$ cat src/rtl/asg_bst_seq.sv
// ============================================================================
// Module  : asg_bst_seq
// Purpose : Burst sequencer for one arbitrary-signal-generator channel. Emits
//           table read addresses as an AXI4-Stream with programmable start
//           address, address step, sample repetition, burst length, period
//           length and period count. Supports backpressure and retrigger.
// Revision: 1.0 - initial release
// ============================================================================
`default_nettype none

module asg_bst_seq #(
   parameter int AW  = 14,
   parameter int CWR = 14,
   parameter int CWL = 32,
   parameter int CWN = 16
) (
   input  logic           sto_aclk_i,
   input  logic           sto_aresetn_i,
   output logic [AW-1:0]  sto_tdata_o,
   output logic           sto_tkeep_o,
   output logic           sto_tlast_o,
   output logic           sto_tvalid_o,
   input  logic           sto_tready_i,
   input  logic           evn_rst_i,
   input  logic           evn_str_i,
   input  logic           evn_stp_i,
   input  logic           evn_swt_i,
   output logic           evs_rst_o,
   output logic           evs_str_o,
   output logic           evs_stp_o,
   output logic           evs_swt_o,
   input  logic           ctl_trg_i,
   input  logic           cfg_tre_i,
   input  logic           cfg_inf_i,
   input  logic [AW-1:0]  cfg_bds_i,
   input  logic [AW-1:0]  cfg_bst_i,
   input  logic [CWR-1:0] cfg_bdr_i,
   input  logic [AW-1:0]  cfg_bdl_i,
   input  logic [CWL-1:0] cfg_bpl_i,
   input  logic [CWN-1:0] cfg_bpn_i,
   output logic           evn_per_o,
   output logic [CWL-1:0] sts_bpl_o,
   output logic [CWN-1:0] sts_bpn_o
);

   typedef enum logic [1:0] {
      ST_IDLE = 2'd0,
      ST_DATA = 2'd1,
      ST_HOLD = 2'd2
   } state_t;

   // Counters always describe the beat currently held in the output register.
   state_t         state_q, state_d, state_n;
   logic [CWR-1:0] rep_q, rep_d, rep_n;
   logic [AW-1:0]  smp_q, smp_d, smp_n;
   logic [AW-1:0]  adr_q, adr_d, adr_n;
   logic [CWL-1:0] bpl_q, bpl_d, bpl_n;
   logic [CWN-1:0] bpn_q, bpn_d, bpn_n;
   logic [AW-1:0]  tdata_q, tdata_d;
   logic           tkeep_q, tkeep_d;
   logic           tlast_q, tlast_d;
   logic           tvalid_q, tvalid_d;
   logic           str_q, str_d;
   logic           swt_q, swt_d;
   logic           mask_q, mask_d;
   logic           per_q, per_d;

   logic           accept;
   logic           run;
   logic           pend;
   logic           tlast_n;

   assign accept = tvalid_q & sto_tready_i;
   assign run    = (evn_swt_i | (ctl_trg_i & mask_q)) & (str_q | evn_str_i);
   assign pend   = (bpl_q == cfg_bpl_i);

   // Successor of the presented beat; period end overrides the burst so a
   // short period truncates it.
   always_comb begin
      state_n = state_q;
      rep_n   = rep_q;
      smp_n   = smp_q;
      adr_n   = adr_q;
      bpl_n   = bpl_q + 1'b1;
      bpn_n   = bpn_q;
      if (pend) begin
         state_n = ST_DATA;
         rep_n   = '0;
         smp_n   = '0;
         adr_n   = cfg_bds_i;
         bpl_n   = '0;
         bpn_n   = bpn_q + 1'b1;
      end else if (state_q == ST_DATA) begin
         if (rep_q == cfg_bdr_i) begin
            rep_n = '0;
            if (smp_q == cfg_bdl_i) begin
               state_n = ST_HOLD;
            end else begin
               smp_n = smp_q + 1'b1;
               adr_n = adr_q + cfg_bst_i;
            end
         end else begin
            rep_n = rep_q + 1'b1;
         end
      end
      tlast_n = (bpl_n == cfg_bpl_i) & (bpn_n == cfg_bpn_i) & ~cfg_inf_i;
   end

   // Event priority: reset, stop, run start, then beat advance on accept.
   always_comb begin
      state_d  = state_q;
      rep_d    = rep_q;
      smp_d    = smp_q;
      adr_d    = adr_q;
      bpl_d    = bpl_q;
      bpn_d    = bpn_q;
      tdata_d  = tdata_q;
      tkeep_d  = tkeep_q;
      tlast_d  = tlast_q;
      tvalid_d = tvalid_q;
      str_d    = str_q;
      swt_d    = swt_q;
      mask_d   = mask_q;
      per_d    = 1'b0;
      if (evn_rst_i) begin
         state_d  = ST_IDLE;
         rep_d    = '0;
         smp_d    = '0;
         adr_d    = '0;
         bpl_d    = '0;
         bpn_d    = '0;
         tdata_d  = '0;
         tkeep_d  = 1'b0;
         tlast_d  = 1'b0;
         tvalid_d = 1'b0;
         str_d    = 1'b0;
         swt_d    = 1'b0;
         mask_d   = 1'b1;
      end else if (evn_stp_i) begin
         // The pending beat is dropped without TLAST.
         state_d  = ST_IDLE;
         tkeep_d  = 1'b0;
         tlast_d  = 1'b0;
         tvalid_d = 1'b0;
         str_d    = 1'b0;
         swt_d    = 1'b0;
         mask_d   = 1'b1;
      end else begin
         if (evn_str_i) begin
            str_d = 1'b1;
         end
         if (run) begin
            // Also covers retrigger: any pending beat is overwritten.
            state_d  = ST_DATA;
            rep_d    = '0;
            smp_d    = '0;
            adr_d    = cfg_bds_i;
            bpl_d    = '0;
            bpn_d    = '0;
            tdata_d  = cfg_bds_i;
            tkeep_d  = 1'b1;
            tlast_d  = (cfg_bpl_i == '0) & (cfg_bpn_i == '0) & ~cfg_inf_i;
            tvalid_d = 1'b1;
            swt_d    = 1'b1;
            mask_d   = cfg_tre_i;
         end else if (accept) begin
            per_d = pend;
            rep_d = rep_n;
            smp_d = smp_n;
            adr_d = adr_n;
            bpl_d = bpl_n;
            bpn_d = bpn_n;
            if (tlast_q) begin
               state_d  = ST_IDLE;
               tkeep_d  = 1'b0;
               tlast_d  = 1'b0;
               tvalid_d = 1'b0;
               swt_d    = 1'b0;
               mask_d   = 1'b1;
            end else begin
               state_d  = state_n;
               tdata_d  = adr_n;
               tkeep_d  = (state_n == ST_DATA);
               tlast_d  = tlast_n;
            end
         end
      end
   end

   // State, counter and output-register update.
   always_ff @(posedge sto_aclk_i or negedge sto_aresetn_i) begin
      if (!sto_aresetn_i) begin
         state_q  <= ST_IDLE;
         rep_q    <= '0;
         smp_q    <= '0;
         adr_q    <= '0;
         bpl_q    <= '0;
         bpn_q    <= '0;
         tdata_q  <= '0;
         tkeep_q  <= 1'b0;
         tlast_q  <= 1'b0;
         tvalid_q <= 1'b0;
         str_q    <= 1'b0;
         swt_q    <= 1'b0;
         mask_q   <= 1'b1;
         per_q    <= 1'b0;
      end else begin
         state_q  <= state_d;
         rep_q    <= rep_d;
         smp_q    <= smp_d;
         adr_q    <= adr_d;
         bpl_q    <= bpl_d;
         bpn_q    <= bpn_d;
         tdata_q  <= tdata_d;
         tkeep_q  <= tkeep_d;
         tlast_q  <= tlast_d;
         tvalid_q <= tvalid_d;
         str_q    <= str_d;
         swt_q    <= swt_d;
         mask_q   <= mask_d;
         per_q    <= per_d;
      end
   end

   assign sto_tdata_o  = tdata_q;
   assign sto_tkeep_o  = tkeep_q;
   assign sto_tlast_o  = tlast_q;
   assign sto_tvalid_o = tvalid_q;
   assign evs_rst_o    = 1'b0;
   assign evs_str_o    = str_q;
   assign evs_stp_o    = ~str_q;
   assign evs_swt_o    = swt_q;
   assign evn_per_o    = per_q;
   assign sts_bpl_o    = bpl_q;
   assign sts_bpn_o    = bpn_q;

endmodule

`default_nettype wire

$ cat config.mk
export PLATFORM = sky130hd
export DESIGN_NAME = asg_bst_seq
export DESIGN_NICKNAME = d
export VERILOG_FILES = /design/src/rtl/asg_bst_seq.sv
export SDC_FILE = /design/constraint.sdc
export NUM_CORES = 1
export LEC_CHECK = 0
export ABC_AREA = 1
export BUFFER_PORTS_ARGS = -buffer_cell sky130_fd_sc_hd__buf_4
export CAP_MARGIN = 20
export CELL_PAD_IN_SITES_DETAIL_PLACEMENT = 0
export CELL_PAD_IN_SITES_GLOBAL_PLACEMENT = 1
export CORE_AREA = 2 2 153 155
export DETAILED_ROUTE_END_ITERATION = 6
export DIE_AREA = 0 0 155 157
export GPL_TIMING_DRIVEN = 0
export PLACE_DENSITY = 0.86
export SYNTH_ARGS = -nofsm -noshare
export SYNTH_HDL_FRONTEND = slang
export SYNTH_SLANG_ARGS = --single-unit
$ cat constraint.sdc
create_clock -name sto_aclk_i -period 3.7 [get_ports sto_aclk_i]
set_input_delay 0.37 -clock sto_aclk_i [delete_from_list [all_inputs] [get_ports sto_aclk_i]]
set_output_delay 0.37 -clock sto_aclk_i [all_outputs]
set_load 0.05 [all_outputs]
==> metrics.json, run 1 <==
{
  "final.fill_count": {"value": 2365},
  "ys_seq_area_share": {"value": 31.5, "unit": "%"},
  "status": {"value": "finished clean"},
  "overflow_after_grt": {"value": 0},
  "syn_inst": {"value": 1344},
  "met2RoutedLength": {"value": 14000, "unit": "µm"},
  "comb_power_share": {"value": 22.9, "unit": "%"},
  "total_drc_errors_in_the_routed_layout": {"value": 0},
  "io-pin-count": {"value": 184},
  "critical-path-top-cell-by-count": {"value": "nand2_1"},
  "grt_pass1_vias": {"value": 9128},
  "hold_class": {"value": "in2reg"},
  "post_drt_via_cell_ratio": {"value": 5.21},
  "synth_top_family_by_area": {"value": "simple AND/OR/NAND/NOR gates"},
  "ys.warnings.count": {"value": 0},
  "post_synth_main_area_contributors": {"value": "dfrtp_1 31%, nand2_1 18%, inv_1 6.0%, nor2_1 5.6%, nand3_1 5.2%"},
  "final.setup.tns": {"value": 0, "unit": "ns"},
  "synth_xor_xnor_area_share": {"value": 8.17, "unit": "%"},
  "postRouteWirelength": {"value": 30900, "unit": "µm"},
  "simple_gate_area_share_of_the_yosys_netlist": {"value": 36.7, "unit": "%"},
  "drt_first_pass_iters": {"value": 5},
  "power_density": {"value": 275, "unit": "nW/µm²"},
  "floorplan.die_area": {"value": 24300, "unit": "µm²"},
  "p_int": {"value": 2.01, "unit": "mW"},
  "synth_top_area_cell": {"value": "dfrtp_1"},
  "syn-num-nets": {"value": 1476},
  "worstPathRequired": {"value": 4.01, "unit": "ns"},
  "pin_count_of_the_biggest_net_entering_global_routing": {"value": 72},
  "post-layout-total-power": {"value": 3.01, "unit": "mW"},
  "layout-drive-gt1-share": {"value": 16.3, "unit": "%"},
  "globalplace.congestion": {"value": 0.943},
  "buffer_ports.inserted": {"value": 182},
  "synth_most_common_cell": {"value": "nand2_1"},
  "drt-met1-wl": {"value": 13800, "unit": "µm"},
  "synth_ff_type": {"value": "dfrtp_1"},
  "crit_buf_inv": {"value": 0},
  "post_cts_buffers": {"value": 0},
  "synth_cell_types": {"value": 54},
  "antenna_violations_before_repair": {"value": 0},
  "worst_slew_pin_slew": {"value": 0.739, "unit": "ns"},
  "highest-signal-layer": {"value": "met4"},
  "clock-root-buffer": {"value": "clkbuf_16"},
  "die_boundary_width": {"value": 155, "unit": "µm"},
  "ctsResizeCount": {"value": 0},
  "clock.fmax": {"value": 328, "unit": "MHz"},
  "net-switching-power": {"value": 1.00, "unit": "mW"},
  "flow.area_growth_from_synthesis": {"value": 23.1, "unit": "%"},
  "antenna-diode-count": {"value": 0},
  "timing.final.hold_violations": {"value": 0},
  "synth_largest_type_area_fraction": {"value": 31.2, "unit": "%"},
  "synth.mux.area_fraction": {"value": 0, "unit": "%"},
  "async_flop_share": {"value": 100, "unit": "%"},
  "synth.cells.most_frequent": {"value": "420 x nand2_1, 143 x inv_1, 132 x nor2_1"},
  "total_leakage_power": {"value": 5.16, "unit": "nW"},
  "grt_util_all_layers": {"value": 25.6, "unit": "%"},
  "slew_violations": {"value": 0},
  "endpoint_class_of_the_critical_path": {"value": "flop"},
  "ys_ff_latch": {"value": 112},
  "worst-setup-path-type": {"value": "reg2reg"},
  "dr_total_vias": {"value": 9532},
  "cp_slowest_cell": {"value": "dfrtp_1"},
  "row_count": {"value": 55},
  "p_sw_share": {"value": 33.2, "unit": "%"},
  "rsz_0062_raised_after_global_routing": {"value": "no"},
  "ctsHtreeMaxLevel": {"value": 3},
  "drt_iter0_drc": {"value": 627},
  "worst_setup_hold_path_clk_slew": {"value": 0.09, "unit": "ns"},
  "post-route-period-util": {"value": 82.3, "unit": "%"},
  "path_cells": {"value": "ha_1, nand3_1, nor2_2, nand3_1, nor2_1, nand2_1, nand2_1, nand3_1, nand2_1, o211ai_1, nor2_1, nand3_1, nor2_1, nand3_1, nand2_1, nand2_1, nand2_1"},
  "cp_data_arrival_time": {"value": 3.35, "unit": "ns"},
  "synth_adder_area_share": {"value": 2.61, "unit": "%"},
  "synth-edff-count": {"value": 0},
  "netlist_area": {"value": 8910, "unit": "µm²"},
  "p_seq_share": {"value": 43.2, "unit": "%"},
  "worst_path_largest_cell_delay": {"value": 0.56, "unit": "ns"},
  "fraction_of_the_mapped_netlist_area_in_compound_gates": {"value": 12.4, "unit": "%"},
  "drv.max_cap_violation_count": {"value": 0},
  "routed_length_per_placed_instance": {"value": 16.9, "unit": "µm"},
  "finalSetupViolCount": {"value": 0},
  "clock_sink_count": {"value": 112},
  "met3_wirelength": {"value": 2240, "unit": "µm"},
  "placement.cell_area": {"value": 10700, "unit": "µm²"},
  "fp.coreArea": {"value": 22500, "unit": "µm²"},
  "cts.path.max_buffers": {"value": 2},
  "floorplan.die.height": {"value": 157, "unit": "µm"},
  "cts-buffers-inserted": {"value": 9},
  "cts_tree": {"value": "done"},
  "clkLatencyLatePin": {"value": 0.37, "unit": "ns"},
  "worst_clock_skew": {"value": 0.0108, "unit": "ns"},
  "maxSlewHeadroom": {"value": 50.6, "unit": "%"},
  "min_cycle_time_layout": {"value": 3.04, "unit": "ns"},
  "global_route_wire_length_before_repair": {"value": 48600, "unit": "µm"},
  "cp_max_fo": {"value": 8},
  "max-vdd-ir-drop": {"value": 0.185, "unit": "mV"},
  "final_net_count": {"value": 1671},
  "postCtsHoldBufs": {"value": 1},
  "final_antenna_net_count": {"value": 0},
  "worst_setup_path_start_kind": {"value": "flop"},
  "share_clk_of_total_power": {"value": 33.9, "unit": "%"},
  "path_delay_family": {"value": "simple AND/OR/NAND/NOR gates"},
  "postSynthAreaPerCell": {"value": 6.63, "unit": "µm²"},
  "total_non_filler_cell_area_in_the_finished_layout": {"value": 11000, "unit": "µm²"},
  "dp.final_hpwl": {"value": 24600, "unit": "µm"},
  "floorplan.initialDensity": {"value": 39.6, "unit": "%"}
}
[power groups by stage]
stage	combinational, mW	clock [mW]	sequential, mW
detailed placement	0.688	0	1.32
global route	0.769	1.10	1.31
floorplan	0.334	0	1.39
finish	0.689	1.02	1.30
CTS	0.691	1.05	1.30
global placement	0.682	0	1.32
[state kept, by name, indices dropped and copies added (netlist names)]
register and count:
adr_q 14, evn_per_o 1, evs_str_o 1, evs_swt_o 1
mask_q 1, rep_q 14, smp_q 14, state_q 2
sto_tdata_o 14, sto_tkeep_o 1, sto_tlast_o 1, sts_bpl_o 32
sts_bpn_o 16
[worst paths after layout]
kind | start | endpoint | slack [ns] | depth (start not counted)
max in group asynchronous | sto_aresetn_i | sts_bpn_o[12]$_DFFE_PN0P_ | 2.48 | 3
min reg2reg | sto_tdata_o[11]$_DFFE_PN0P_ | sto_tdata_o[11]$_DFFE_PN0P_ | 0.49 | 2
min | evn_str_i | evs_str_o$_DFFE_PN0P_ | 0.24 | 3
max reg2reg | sts_bpl_o[0]$_DFFE_PN0P_ | sto_tlast_o$_DFFE_PN0P_ | 0.66 | 17
max | sts_bpl_o[0]$_DFFE_PN0P_ | sto_tlast_o$_DFFE_PN0P_ | 0.66 | 17
min in group asynchronous | sto_aresetn_i | adr_q[6]$_DFFE_PN0P_ | 0.48 | 2
[kinds of logic after synthesis]
logic type                 count (synthesis)
other                                      1
DFF                                      112
xor gates and xnor gates                  79
adders and majority gates                 18
and+or+nand+nor                          752
AOI/OAI and AO/OA                        194
buffers and inverters                    188
[worst min-delay path, delay by kind of cell]
family | cells | cell delay [ns]
AND/OR/NAND/NOR | 2 | 0.11
buffers and inverters | 1 | 0.09
[area by class of cell]
| class | instances | area [µm²] | share of cell area (%) |
|---|---|---|---|
| multi-input combinational | 1044 | 5340 | 48.7 |
| sequential | 112 | 2800 | 25.6 |
| timing repair buffer | 184 | 1410 | 12.8 |
| inverter | 154 | 583 | 5.31 |
| tap | 285 | 357 | 3.25 |
| clock buffer | 9 | 225 | 2.05 |
| buffer | 34 | 184 | 1.68 |
| clock inverter | 7 | 68.8 | 0.627 |
[cell usage in the layout (no fill, tap or decap), drive strengths merged, types with 2 or more instances in the layout]
cell type	instances
nand2	424
buf	201
inv	156
nor2	140
dfrtp	111
nand3	94
o21ai	86
a21oi	44
xor2	39
xnor2	39
o22ai	37
nor3	31
clkbuf	25
nand4	23
ha	17
o211ai	15
nand3b	13
nor4	12
or2	6
nor3b	5
clkinv	5
o21bai	2
a211oi	2
and3	2
and2	2
[metrics by stage]
| stage | setup slack (ns) | hold slack (ns) | util [%] | std cells |
|---|---|---|---|---|
| after global placement | 0.755 | 0.469 | 47.3 | 1811 |
| after detailed placement | 0.745 | 0.316 | 47.4 | 1812 |
| after floorplan | 1.15 | 0.0744 | - | 1344 |
| after CTS | 0.701 | 0.227 | 48.8 | 1829 |
| final | 0.655 | 0.239 | 48.8 | 1829 |
| after global routing | 0.316 | 0.254 | 48.8 | 1829 |
[per-layer routing]
metal  track usage [%]  vias to the layer above
met3              3.33                       50
met1              35.1                     4308
met5                 0                        -
met4              8.47                        0
met2              41.9                      374
li1                  -                     4800
(Power assumes the default switching activity.)
==> run 2: changes to the inputs <==
Settings changed: ABC_AREA 1 to 0, CORE_AREA 2 2 153 155 to 2 2 157 159, DIE_AREA 0 0 155 157 to 0 0 159 161, PLACE_DENSITY 0.86 to 0.8.
Clock period 3.7 ns to 2.6 ns, I/O delays scaled along.
==> run 2 against run 1 <==
Net effect:
- count of clock-buffer cells in the layout did not move
- core utilization increased by 3.1 points
- flip-flop and latch count did not move
- hold slack worse by 0.13 ns
- clock power grew 45%
- cell area grew 13%
- cell count down 10%
- sequential share of layout area decreased by 2.6 points
- the flow now finishes with violations (negative setup slack)
- via count decreased by 0.56%
- non-clock buffer count grew 103
- worst setup slack lost 1.2 ns
==> metrics.json, run 2 <==
{
  "worstPathRequired": {"value": 2.88, "unit": "ns", "change": "was 4.01 ns"},
  "dr_total_vias": {"value": 9479, "change": "was 9,532"},
  "final_core_util": {"value": 51.8, "unit": "%", "change": "was 48.8%"},
  "maxSlewHeadroom": {"value": 51.7, "unit": "%", "change": "was 50.6%"},
  "fin_cells": {"value": 1642, "change": "was 1,829"},
  "clkLatencyLatePin": {"value": 0.38, "unit": "ns", "change": "was 0.37 ns"},
  "rsz_0062_raised_after_global_routing": {"value": "yes", "change": "was no"},
  "power_density": {"value": 355, "unit": "nW/µm²", "change": "was 275 nW/µm²"},
  "fin_ws": {"value": -0.589, "unit": "ns", "change": "was 0.655 ns"},
  "synth_adder_area_share": {"value": 2.67, "unit": "%", "change": "was 2.61%"},
  "antenna_violations_before_repair": {"value": 0, "change": "unchanged"},
  "r2r-start": {"value": "sts_bpl_o[31]$_DFFE_PN0P_", "change": "was sts_bpl_o[0]$_DFFE_PN0P_"},
  "layout_common_cells": {"value": "261 x buf_4, 93 x nand2_1, 88 x nor2_1", "change": "was 420 x nand2_1, 183 x buf_4, 143 x inv_1"},
  "die_boundary_width": {"value": 159, "unit": "µm", "change": "was 155 µm"},
  "worst_setup_path_start_kind": {"value": "flop", "change": "unchanged"},
  "ys_seq_area_share": {"value": 32.1, "unit": "%", "change": "was 31.5%"},
  "failed_checks": {"value": "negative setup slack"},
  "r2r_slack": {"value": -0.59, "unit": "ns", "change": "was 0.66 ns"},
  "post-layout-total-power": {"value": 4.41, "unit": "mW", "change": "was 3.01 mW"},
  "total_leakage_power": {"value": 5.44, "unit": "nW", "change": "was 5.16 nW"},
  "clock-root-buffer": {"value": "clkbuf_16", "change": "unchanged"},
  "floorplan.die.height": {"value": 161, "unit": "µm", "change": "was 157 µm"},
  "drt_first_pass_iters": {"value": 5, "change": "unchanged"},
  "clock_sink_count": {"value": 112, "change": "unchanged"},
  "slew_violations": {"value": 0, "change": "unchanged"},
  "max-vdd-ir-drop": {"value": 0.322, "unit": "mV", "change": "was 0.185 mV"},
  "worst-setup-path-type": {"value": "reg2reg", "change": "unchanged"},
  "syn-num-nets": {"value": 1176, "change": "was 1,476"},
  "endpoint": {"value": "sto_tlast_o$_DFFE_PN0P_", "change": "unchanged"},
  "total_drc_errors_in_the_routed_layout": {"value": 0, "change": "unchanged"},
  "synth_xor_xnor_area_share": {"value": 15.0, "unit": "%", "change": "was 8.17%"},
  "pin_count_of_the_biggest_net_entering_global_routing": {"value": 63, "change": "was 72"},
  "synth_ff_type": {"value": "dfrtp_1", "change": "unchanged"},
  "clock.fmax": {"value": 314, "unit": "MHz", "change": "was 328 MHz"},
  "layout_commonest_cell": {"value": "buf_4", "change": "was nand2_1"},
  "status": {"value": "complete, but fails checks", "change": "was finished clean"},
  "worst_slew_pin_slew": {"value": 0.724, "unit": "ns", "change": "was 0.739 ns"},
  "finalSetupViolCount": {"value": 5, "change": "was 0"},
  "io-pin-count": {"value": 184, "change": "unchanged"},
  "cp_max_fo": {"value": 7, "change": "was 8"},
  "ys_ff_latch": {"value": 112, "change": "unchanged"},
  "globalplace.congestion": {"value": 0.952, "change": "was 0.943"},
  "worst_setup_path_startpoint": {"value": "sts_bpl_o[31]$_DFFE_PN0P_", "change": "was sts_bpl_o[0]$_DFFE_PN0P_"},
  "drt_iter0_drc": {"value": 721, "change": "was 627"},
  "synth_top_family_by_area": {"value": "simple AND/OR/NAND/NOR gates", "change": "unchanged"},
  "final_antenna_net_count": {"value": 0, "change": "unchanged"},
  "r2r-end": {"value": "sto_tlast_o$_DFFE_PN0P_", "change": "unchanged"},
  "postSynthAreaPerCell": {"value": 8.36, "unit": "µm²", "change": "was 6.63 µm²"},
  "antenna-diode-count": {"value": 0, "change": "unchanged"},
  "row_count": {"value": 57, "change": "was 55"},
  "cts_tree": {"value": "done", "change": "unchanged"},
  "floorplan.initialDensity": {"value": 36.4, "unit": "%", "change": "was 39.6%"},
  "floorplan.die_area": {"value": 25600, "unit": "µm²", "change": "was 24,300 µm²"},
  "dpl_worst_slack": {"value": -1.52, "unit": "ns", "change": "was 0.745 ns"},
  "layout-drive-gt1-share": {"value": 36.1, "unit": "%", "change": "was 16.3%"},
  "syn_inst": {"value": 1044, "change": "was 1,344"},
  "post_drt_via_cell_ratio": {"value": 5.77, "change": "was 5.21"},
  "final.fill_count": {"value": 2295, "change": "was 2,365"},
  "cp_data_arrival_time": {"value": 3.47, "unit": "ns", "change": "was 3.35 ns"},
  "postRouteWirelength": {"value": 34200, "unit": "µm", "change": "was 30,900 µm"},
  "async_flop_share": {"value": 100, "unit": "%", "change": "unchanged"},
  "synth.mux.area_fraction": {"value": 1.95, "unit": "%", "change": "was 0%"},
  "endpoint_class_of_the_critical_path": {"value": "flop", "change": "unchanged"},
  "routed_length_per_placed_instance": {"value": 20.8, "unit": "µm", "change": "was 16.9 µm"},
  "final.setup.tns": {"value": -0.746, "unit": "ns", "change": "was 0 ns"},
  "flow.area_growth_from_synthesis": {"value": 42.4, "unit": "%", "change": "was 23.1%"},
  "synth_largest_type_area_fraction": {"value": 31.8, "unit": "%", "change": "was 31.2%"},
  "grt_util_all_layers": {"value": 25.3, "unit": "%", "change": "was 25.6%"},
  "post_synth_main_area_contributors": {"value": "dfrtp_1 32%, xor2_1 8.3%, xnor2_1 5.9%, o21ai_0 5.5%, nand2_1 4.2%", "change": "was dfrtp_1 31%, nand2_1 18%, inv_1 6.0%, nor2_1 5.6%, nand3_1 5.2%"},
  "fraction_of_the_mapped_netlist_area_in_compound_gates": {"value": 19.6, "unit": "%", "change": "was 12.4%"},
  "hold_class": {"value": "in2reg", "change": "unchanged"},
  "ff2ff_path_depth": {"value": 11, "change": "was 17"},
  "synth-edff-count": {"value": 0, "change": "unchanged"},
  "synth_top_area_cell": {"value": "dfrtp_1", "change": "unchanged"},
  "total_non_filler_cell_area_in_the_finished_layout": {"value": 12400, "unit": "µm²", "change": "was 11,000 µm²"},
  "ctsHtreeMaxLevel": {"value": 3, "change": "unchanged"},
  "dp.final_hpwl": {"value": 24400, "unit": "µm", "change": "was 24,600 µm"},
  "hold_slack": {"value": 0.105, "unit": "ns", "change": "was 0.239 ns"},
  "post-route-period-util": {"value": 123, "unit": "%", "change": "was 82.3%"},
  "overflow_after_grt": {"value": 0, "change": "unchanged"},
  "synth_most_common_cell": {"value": "dfrtp_1", "change": "was nand2_1"},
  "largest_reg_flops": {"value": 32, "change": "unchanged"},
  "grt_pass1_vias": {"value": 8843, "change": "was 9,128"},
  "buffer_ports.inserted": {"value": 182, "change": "unchanged"},
  "placement.cell_area": {"value": 10600, "unit": "µm²", "change": "was 10,700 µm²"},
  "worst_setup_hold_path_clk_slew": {"value": 0.09, "unit": "ns", "change": "about the same"},
  "cts.path.max_buffers": {"value": 2, "change": "unchanged"},
  "cts-buffers-inserted": {"value": 9, "change": "unchanged"},
  "synth.cells.most_frequent": {"value": "111 x dfrtp_1, 98 x nand2_1, 98 x nor2_1", "change": "was 420 x nand2_1, 143 x inv_1, 132 x nor2_1"},
  "final_net_count": {"value": 1445, "change": "was 1,671"},
  "drv.max_cap_violation_count": {"value": 0, "change": "unchanged"},
  "worst_clock_skew": {"value": 0.0112, "unit": "ns", "change": "was 0.0108 ns"},
  "dp_cells": {"value": 1551, "change": "was 1,812"},
  "timing.final.hold_violations": {"value": 0, "change": "unchanged"},
  "fp.coreArea": {"value": 24000, "unit": "µm²", "change": "was 22,500 µm²"},
  "synth_cell_types": {"value": 82, "change": "was 54"},
  "simple_gate_area_share_of_the_yosys_netlist": {"value": 24.6, "unit": "%", "change": "was 36.7%"},
  "netlist_area": {"value": 8720, "unit": "µm²", "change": "was 8910 µm²"},
  "ys.warnings.count": {"value": 0, "change": "unchanged"},
  "global_route_wire_length_before_repair": {"value": 50600, "unit": "µm", "change": "was 48,600 µm"},
  "min_cycle_time_layout": {"value": 3.19, "unit": "ns", "change": "was 3.04 ns"}
}
==> run 2: worst min-delay path by stage <==
stage / start / end / slack [ns] / cells past startpoint
global placement: sto_tdata_o[1]$_DFFE_PN0P_ / sto_tdata_o[1]$_DFFE_PN0P_ / 0.46 / 2
global route: evn_stp_i / evs_str_o$_DFFE_PN0P_ / 0.11 / 2
CTS: evn_stp_i / evs_str_o$_DFFE_PN0P_ / 0.1 / 2
floorplan: sto_aresetn_i / adr_q[0]$_DFFE_PN0P_ / -0.04 / 0
detailed placement: sto_aresetn_i / rep_q[11]$_DFFE_PN0P_ / 0.25 / 1
finish: evn_stp_i / evs_str_o$_DFFE_PN0P_ / 0.10 / 2
==> run 2: per-layer routing <==
layer	routed length [µm]	global-route usage, %	part of all wire, %
met1	14000	33.0	41
met2	16300	42.5	48
met3	2580	3.85	7.5
met4	1250	9.42	3.7
met5	0	0	0
==> run 2: where the power goes <==
| group | switching [mW] | internal, mW |
|---|---|---|
| logic | 0.621 | 0.477 |
| clock network | 0.799 | 0.685 |
| registers | 0.0408 | 1.79 |
==> run 2: layout make-up <==
class	count	area, µm²	area share [%]
flip-flops and latches	112	2850	22.9
multi-input cells	852	6220	50.1
clock inverters	7	70.1	0.564
plain buffers	42	335	2.70
clock buffers	9	225	1.81
repair buffers	279	2260	18.2
well taps	324	405	3.26
inverters	17	63.8	0.514
==> run 2: what timing repair did <==
action,4_1_cts,5_1_grt
setup buffers,32,59
hold buffers,1,0
hold endpoints to repair,49,0
gates resized for setup,108,104
pin swaps,27,47
cloned,0,4
setup endpoints to repair,109,96
==> run 2: critical path, cell delays in order, from the launching register on <==
cell and delay, ns:
dfrtp_2 0.46, xor2_1 0.18, nor4_2 0.35, nand4_1 0.16, buf_6 0.17, buf_12 0.13, nor4_4 0.31, xnor2_1 0.11
a211o_1 0.38, a2111oi_4 0.43, o2111ai_2 0.20, o31ai_1 0.23
==> run 2: cell families after synthesis <==
logic type / after synthesis
adder cells (fa/ha/maj): 18
buffers and inverters: 80
multiplexers: 16
other: 1
AO/OA/AOI/OAI: 265
XOR/XNOR: 145
AND/OR/NAND/NOR: 407
flip-flops: 112
